## config.mk

```make
export PLATFORM = sky130hd
export DESIGN_NAME = mem_stage_data_responder
export DESIGN_NICKNAME = d
export VERILOG_FILES = /design/src/rtl/mem_stage_data_responder_pkg.sv /design/src/rtl/mem_stage_data_responder_data_mem_array.sv /design/src/rtl/mem_stage_data_responder.sv
export SDC_FILE = /design/constraint.sdc
export NUM_CORES = 2
export LEC_CHECK = 0
export ABC_AREA = 0
export BUFFER_PORTS_ARGS = -buffer_cell sky130_fd_sc_hd__buf_2
export CORE_ASPECT_RATIO = 1.4
export CORE_MARGIN = 2
export CORE_UTILIZATION = 55
export DETAILED_ROUTE_END_ITERATION = 16
export GPL_TIMING_DRIVEN = 0
export PLACE_DENSITY = 0.67
export SYNTH_ARGS = -nofsm -noshare
export SYNTH_HDL_FRONTEND = slang
export SYNTH_HIERARCHICAL = 1
export SYNTH_SLANG_ARGS = --single-unit
```

## constraint.sdc

```tcl
create_clock -name clk -period 13.65 [get_ports clk]
set_input_delay 3.4125 -clock clk [delete_from_list [all_inputs] [get_ports clk]]
set_output_delay 3.4125 -clock clk [all_outputs]
set_load 0.005 [all_outputs]
```

## src/rtl/mem_stage_data_responder_pkg.sv

```systemverilog
// Shared MEM-stage definitions: responder state encoding, datapath width and
// the default byte address of data-memory word 0.
package mem_stage_data_responder_pkg;

  localparam int DATA_W = 32;
  localparam logic [31:0] DEFAULT_BASE_ADDR = 32'd1024;

  typedef enum logic [1:0] {
    IDLE   = 2'd0,
    ACCESS = 2'd1,
    DONE   = 2'd2
  } state_t;

endpackage

```

## src/rtl/mem_stage_data_responder_data_mem_array.sv

```systemverilog
// Single-port 2^ADDR_W x 32 data RAM with synchronous write and a
// read-enabled synchronous read register that holds between reads.
module data_mem_array
  import mem_stage_data_responder_pkg::*;
#(
  parameter int ADDR_W = 6
) (
  input  logic              clk,
  input  logic              we,
  input  logic              re,
  input  logic [ADDR_W-1:0] addr,
  input  logic [DATA_W-1:0] wdata,
  output logic [DATA_W-1:0] rdata
);

  logic [DATA_W-1:0] mem [2**ADDR_W];

  always_ff @(posedge clk) begin
    if (we) mem[addr] <= wdata;
    if (re) rdata <= mem[addr];
  end

endmodule

```

## src/rtl/mem_stage_data_responder.sv

```systemverilog
// MEM-stage data responder: SRAM model with programmable wait states, range
// checking and a one-cycle DONE handshake that doubles as the pipeline freeze.
module mem_stage_data_responder
  import mem_stage_data_responder_pkg::*;
#(
  parameter int          ADDR_W      = 6,
  parameter logic [31:0] BASE_ADDR   = DEFAULT_BASE_ADDR,
  parameter int          WAIT_CYCLES = 3
) (
  input  logic              clk,
  input  logic              rst,
  input  logic              mem_r_en,
  input  logic              mem_w_en,
  input  logic [31:0]       addr,
  input  logic [DATA_W-1:0] wdata,
  output logic [DATA_W-1:0] rdata,
  output logic              ready,
  output logic              err
);

  localparam logic [3:0] CNT_INIT = 4'((WAIT_CYCLES == 0) ? 0 : WAIT_CYCLES - 1);

  state_t            state, state_nx;
  logic [3:0]        cnt;
  logic [31:0]       addr_q;
  logic [DATA_W-1:0] wdata_q;
  logic              store_q, conflict_q;
  logic              err_q, rdata_zero;

  logic              req, commit;
  logic [31:0]       cur_addr, offset;
  logic [DATA_W-1:0] cur_wdata;
  logic              cur_store, cur_conflict, oor;
  logic [ADDR_W-1:0] idx;
  logic              ram_we, ram_re;
  logic [DATA_W-1:0] ram_q;

  assign req = mem_r_en | mem_w_en;

  // In IDLE the live request is used so a zero-wait access can commit at once;
  // afterwards only the latched copy matters.
  assign cur_addr     = (state == IDLE) ? addr : addr_q;
  assign cur_wdata    = (state == IDLE) ? wdata : wdata_q;
  assign cur_store    = (state == IDLE) ? mem_w_en : store_q;
  assign cur_conflict = (state == IDLE) ? (mem_r_en & mem_w_en) : conflict_q;

  assign offset = cur_addr - BASE_ADDR;
  assign oor    = (cur_addr < BASE_ADDR) || ((offset >> (ADDR_W + 2)) != 32'd0);
  assign idx    = offset[ADDR_W+1:2];

  assign commit = req && (((state == IDLE) && (WAIT_CYCLES == 0)) ||
                          ((state == ACCESS) && (cnt == 4'd0)));

  assign ram_we = commit & cur_store & ~oor;
  assign ram_re = commit & ~cur_store & ~oor;

  data_mem_array #(.ADDR_W(ADDR_W)) u_array (
    .clk   (clk),
    .we    (ram_we),
    .re    (ram_re),
    .addr  (idx),
    .wdata (cur_wdata),
    .rdata (ram_q)
  );

  always_comb begin
    state_nx = state;
    case (state)
      IDLE:    if (req) state_nx = (WAIT_CYCLES == 0) ? DONE : ACCESS;
      ACCESS:  if (!req) state_nx = IDLE;
               else if (cnt == 4'd0) state_nx = DONE;
      DONE:    state_nx = IDLE;
      default: state_nx = IDLE;
    endcase
  end

  always_ff @(posedge clk) begin
    if (rst) begin
      state      <= IDLE;
      cnt        <= 4'd0;
      addr_q     <= '0;
      wdata_q    <= '0;
      store_q    <= 1'b0;
      conflict_q <= 1'b0;
      err_q      <= 1'b0;
      rdata_zero <= 1'b1;
    end else begin
      state <= state_nx;
      err_q <= commit & (oor | cur_conflict);
      if (state == IDLE && req) begin
        cnt        <= CNT_INIT;
        addr_q     <= addr;
        wdata_q    <= wdata;
        store_q    <= mem_w_en;
        conflict_q <= mem_r_en & mem_w_en;
      end else if (state == ACCESS && req && cnt != 4'd0) begin
        cnt <= cnt - 4'd1;
      end
      // Out-of-range loads read as zero without disturbing the RAM register.
      if (commit && !cur_store) rdata_zero <= oor;
    end
  end

  assign rdata = rdata_zero ? '0 : ram_q;
  assign ready = ((state == IDLE) && !req) || (state == DONE);
  assign err   = err_q;

endmodule

```

# Yosys cells after proc, flatten, opt, wreduce, memory -nomap -nowiden
# Memory sizes are Yosys's and may differ from the RTL's. A register that Yosys moved wholly into a read port is not among the register bits.
# Index checks and enable logic that the tools add are counted.
word_totals:
  regBits: 74
  mem_bits_rw: 2048
  input_bits: 68
  out_inout_bits: 34
  elab_cells: 58
  memories: 1
classes:
  n_addsub: 2
  n_lt_le_gt_ge: 1
  eq_ne: 4
  n_mux: 13
  n_bitwise: 10
  reduce_logical: 18
memory_table:
  columns: ["memory", "words", "word_bits", "read_ports", "rd_clocked_by_memory_dff", "write_ports", "line", "text"]
  rows:
  - ["u_array.mem", 64, 32, 1, 1, 1, "mem_stage_data_responder_data_mem_array.sv:16", "logic [DATA_W-1:0] mem [2**ADDR_W];"]
op_table:
  columns: ["cell", "n"]
  rows:
  - ["$mux W32", 3]
  - ["$lt A32 B11 Y1 const B", 1]
  - ["$reduce_bool A32 Y1", 1]
  - ["$sub A32 B11 Y32 const B", 1]
  - ["$mux W2", 5]
  - ["$logic_and A1 B1 Y1", 7]
  - ["$and A1 B1 Y1", 6]
  - ["$logic_not A4 Y1", 1]
  - ["$mux W1", 4]
  - ["$pmux W2 S2", 1]
  - ["$reduce_bool A4 Y1", 1]
  - ["$sub A4 B1 Y4 const B", 1]
  - ["$ne A3 B2 Y1 const B", 1]
  - ["$eq A2 B1 Y1 const B", 1]
  - ["$eq A2 B2 Y1 const B", 1]
  - ["$logic_not A1 Y1", 2]
  - ["$logic_not A2 Y1", 1]
  - ["$logic_or A1 B1 Y1", 2]
  - ["$ne A2 B2 Y1 const B", 1]
  - ["$not A1 Y1", 2]
  - ["$or A1 B1 Y1", 2]
  - ["$reduce_and A2 Y1", 1]
  - ["$reduce_bool A2 Y1", 1]
  - ["$reduce_or A2 Y1", 1]

# Logic depth before layout (Yosys ltp)
logic_depth:
  word_depth: 9
  depth_mapped: 20

# By module
# Netlist, hierarchy kept.
modules_own_cells:
  columns: ["module", "n_inst", "cells_per_inst", "area_per_inst_um2", "seq_area_each_um2"]
  rows:
  - ["data_mem_array", 1, 4239, 79248.5, 62459.9]
  - ["mem_stage_data_responder", 1, 430, 3482.1, 1441.4]

# Worst setup path before layout
# OpenSTA, ideal clock, no wires.
synth_timing:
  path_kind: "input to register"
  startpoint: "input addr[11]"
  endpoint: "register u_array.rdata[0] (read register of u_array.mem), enable pin"
  setup_ps: 468
  t_arrival_ps: 6932
  t_required_ps: 13182
  setup_slack_ps: 6250
  stages: 6
  path_buffers: 0
  path_cell_list: "nor4_1 nand4_1 a221oi_1 o21ai_0 and2_1 nor3b_1"
synth_between:
  elab_chain_len: 6
synth_rtl:
  columns: ["item", "line", "text"]
  rows:
  - ["start: declaration", "mem_stage_data_responder.sv:14", "input logic [31:0] addr,"]
  - ["$mux W32 (*)", "mem_stage_data_responder.sv:42", "assign cur_addr = (state == IDLE) ? addr : addr_q;"]
  - ["$sub A32 B11 Y32", "mem_stage_data_responder.sv:47", "assign offset = cur_addr - BASE_ADDR;"]
  - ["$reduce_bool A32 Y1", "mem_stage_data_responder.sv:48", "assign oor = (cur_addr < BASE_ADDR) || ((offset >> (ADDR_W + 2)) != 32'd0);"]
  - ["$logic_or A1 B1 Y1 (*)", "mem_stage_data_responder.sv:48", null]
  - ["$not A1 Y1 (*)", "mem_stage_data_responder.sv:55", "assign ram_re = commit & ~cur_store & ~oor;"]
  - ["$and A1 B1 Y1 (*)", "mem_stage_data_responder.sv:55", null]
  - ["net ram_re", "mem_stage_data_responder.sv:35", "logic ram_we, ram_re;"]
  - ["end: declaration", "mem_stage_data_responder_data_mem_array.sv:13", "output logic [DATA_W-1:0] rdata"]
# The timed path passes the listed nets; every way through them passes the cells marked *.
# A chain may end at the register's enable or synchronous reset.

# Worst setup path after layout
layout_timing:
  startpoint: "input addr[2]"
  endpoint: "register u_array.rdata[0] (read register of u_array.mem), data pin"
layout_between:
  elab_chain_len: 6
layout_rtl:
  columns: ["item", "line", "text"]
  rows:
  - ["$mux W32 (*)", "mem_stage_data_responder.sv:42", null]
  - ["net cur_addr[2]", "mem_stage_data_responder.sv:31", "logic [31:0] cur_addr, offset;"]
  - ["$sub A32 B11 Y32", "mem_stage_data_responder.sv:47", null]
  - ["$reduce_bool A32 Y1", "mem_stage_data_responder.sv:48", null]
  - ["$logic_or A1 B1 Y1", "mem_stage_data_responder.sv:48", null]
  - ["$not A1 Y1", "mem_stage_data_responder.sv:55", null]
  - ["$and A1 B1 Y1", "mem_stage_data_responder.sv:55", null]
# Marks and branches as above.

==> flow_summary.json <==
{
  "rows": 168,
  "design_power_total_uw": 14800,
  "synth_area_leaders": "edfxtp_1 (75%), mux2i_1 (3.2%), mux4_2 (2.6%), mux2_2 (2.0%), a221oi_1 (1.9%)",
  "cts_sinks": 2152,
  "worstHoldPathType": "register to register",
  "cts-root-buf": "clkbuf_16",
  "drv_cap": 2,
  "clk_path_buf_depth": 3,
  "clk_pin_slew_ns": 0.06,
  "dp_slack_ns": 4.80,
  "holdPathEnd": "addr_q[8]$_SDFFE_PP0P_",
  "ys_async_sr_fraction": 0,
  "initial_core_util": 0.554,
  "status": "complete, but fails checks",
  "rrSetupSlack_ns": 6.33,
  "final.setup.tns_ns": 0,
  "ir_worst_vdd_uv": 102,
  "synth_top_area_frac": 0.755,
  "port_buffers": 99,
  "yosys.cell_types.count": 69,
  "worstPathArrival_ns": 8.81,
  "ant_nets": 0,
  "fmax_ghz": 0.119,
  "synth_edf_count": 2080,
  "synthTopCellsByCount": "edfxtp_1 (2080), mux2i_1 (262), a22oi_1 (189), clkbuf_1 (186), a221oi_1 (176)",
  "met3_usage": 0.0766,
  "period_needed_ns": 8.37,
  "vias_per_cell": 6.78,
  "relSlewSlack": -0.0656,
  "synth_top_area_cell": "edfxtp_1",
  "fin_crit_sh": 0.614,
  "powerDensity_nw_per_um2": 156,
  "crit_fanout": 11,
  "worst_ep_required_time_ns": 14.09,
  "syn_area_per_cell_um2": 17.7,
  "synth-seq-cells": 2152,
  "end_kind": "register",
  "cts_tree": "built",
  "failed_checks": "max-capacitance violations, max-slew violations",
  "io_pins": 102,
  "grt_use_total": 0.342,
  "use_met2": 0.549,
  "syn_area_um2": 82700,
  "tightest_slew_ns": 1.60,
  "reg2reg_to": "u_array/rdata[0]$_DFFE_PP_",
  "fillers": 10400,
  "drv_slew": 12,
  "met1_usage": 0.416,
  "vias": 48700,
  "place.gp.congestion": 1.06,
  "rsz0062_at_grt": "false",
  "path_class": "primary input to register",
  "final_area_um2": 94400,
  "wl_mm": 265,
  "core_um2": 149000,
  "hold_path_depth": 2,
  "yosys_warnings": 6,
  "ff2ff_path_depth": 18,
  "grt_overflow": 0,
  "start_kind": "primary input",
  "fp.dieW_um": 332,
  "firstDrtPassIters": 10,
  "hold_viol": 0,
  "cts_buffers": 191,
  "top_usage_layer": "met2",
  "postCtsSetupBuffers": 0,
  "htreeDepth": 4,
  "power.leakage_uw": 0.0304,
  "die_h_um": 463,
  "drt_iter0_markers": 7312,
  "setup_slack_ns": 5.28,
  "syn_to_final_growth_pct": 14.1,
  "post-synth-top-count-cell": "edfxtp_1",
  "ctsHoldBuffers": 0,
  "synthCells": 4669,
  "yosysSeqAreaShare": 0.772,
  "layout-drive-gt1-share": 0.173,
  "antenna_found_initial": 38,
  "timing.hold.ws_ns": 0.460,
  "place_area_um2": 88500,
  "min-delay-start": "addr_q[8]$_SDFFE_PP0P_",
  "reg2reg_from": "state[0]$_SDFFE_PP0P_",
  "final_nets": 5127,
  "syn_nets": 4738,
  "wl_per_cell_um": 36.9,
  "grt_pass1_vias": 46800,
  "grt_max_degree": 65,
  "dp_hpwl_mm": 182,
  "grt_pass1_wl_mm": 361,
  "die_area_um2": 154000,
  "ys.flop_type": "edfxtp_1",
  "insertion_delay_ns": 0.86,
  "cts_resized": 0,
  "setup_viol": 0,
  "skew_ns": 0.0350,
  "drc_errors": 0
}
kinds of logic after synthesis:
kind of cell | share of synthesized area
DFF | 0.772
AOI/OAI and AO/OA | 0.0915
and+or+nand+nor | 0.0395
muxes | 0.0780
buffers and inverters | 0.0179
xor gates and xnor gates | 0.000529
adders and majority gates | 0.000151
per-layer routing:
metal,part of all wire,vias to the layer above
met5,0.00074,-
met4,0.081,30
met3,0.099,700
met2,0.48,3037
met1,0.34,24900
li1,-,20000
layout make-up:
type	count	area (um^2)	share of cell area
flip-flops and latches	2152	63900	0.677
multi-input cells	2181	18100	0.191
clock buffers	244	5060	0.0536
repair buffers	196	2620	0.0277
well taps	1955	2450	0.0259
plain buffers	331	1470	0.0155
clock inverters	107	783	0.00830
diodes	22	55.1	0.000583
inverters	5	18.8	0.000199
critical path, cell delays in order:
cell and delay (ns):
buf_2 0.09, nand2_1 0.04, nand2_1 0.09, buf_6 0.16, buf_12 0.18, buf_6 0.26
buf_2 0.46, buf_4 0.38, buf_2 0.57, buf_2 0.53, clkbuf_1 0.89, a21oi_1 0.17
o311ai_0 0.94, nand4_1 0.54
report_power, final:
part	internal, uW	switching [uW]	total [uW]	leakage, uW
clock network	2770	2370	5140	0.00285
logic	570	1590	2160	0.00813
registers	7440	12.3	7450	0.0194
total	10800	3970	14800	0.0304
worst max path at each step:
| stage | from | end | slack (ns) |
|---|---|---|---|
| after detailed placement | addr[2] | u_array/rdata[26]$_DFFE_PP_ | 4.80 |
| final | addr[2] | u_array/rdata[0]$_DFFE_PP_ | 5.28 |
| after CTS | addr[2] | u_array/rdata[26]$_DFFE_PP_ | 5.70 |
| after global placement | addr[4] | u_array/mem[22][19]$_DFFE_PP_ | 3.33 |
| after floorplan | addr[11] | u_array/rdata[0]$_DFFE_PP_ | 6.25 |
| after global routing | addr[3] | u_array/rdata[16]$_DFFE_PP_ | 5.53 |
through the flow:
step,instances,util
2_1_floorplan,4669,-
3_3_place_gp,6723,0.573
3_5_place_dp,6820,0.592
4_1_cts,7171,0.631
5_1_grt,7178,0.631
6_report,7193,0.632
registers in the layout (all words and copies together) (netlist names):
name / flops
addr_q: 30
cnt: 4
conflict_q: 1
err: 1
rdata_zero: 1
state: 2
store_q: 1
u_array/mem: 2048
u_array/rdata: 32
wdata_q: 32
cells in the final DEF, fill, tap and decap left out, types with 32 or more instances in the layout:
cell,synthesis,routed
edfxtp_1,2080,2080
mux2i_1,262,262
clkbuf_1,186,235
clkbuf_16,0,195
buf_2,88,191
a22oi_1,189,189
a221oi_1,176,176
mux2_2,148,148
a21oi_1,130,130
nand2_1,152,120
nor2_1,170,106
mux4_2,96,96
o22ai_1,94,94
o21ai_0,86,86
and3_1,86,86
a22o_1,86,86
dfxtp_1,72,72
o22a_1,70,70
nor2_4,0,64
nand3_1,60,60
clkinv_1,0,51
buf_12,3,49
a31oi_1,43,43
nor2b_1,40,40
buf_1,41,40
buf_16,0,40
a32o_1,39,39
clkinv_2,0,32
Power figures use the tool's default switching activity.
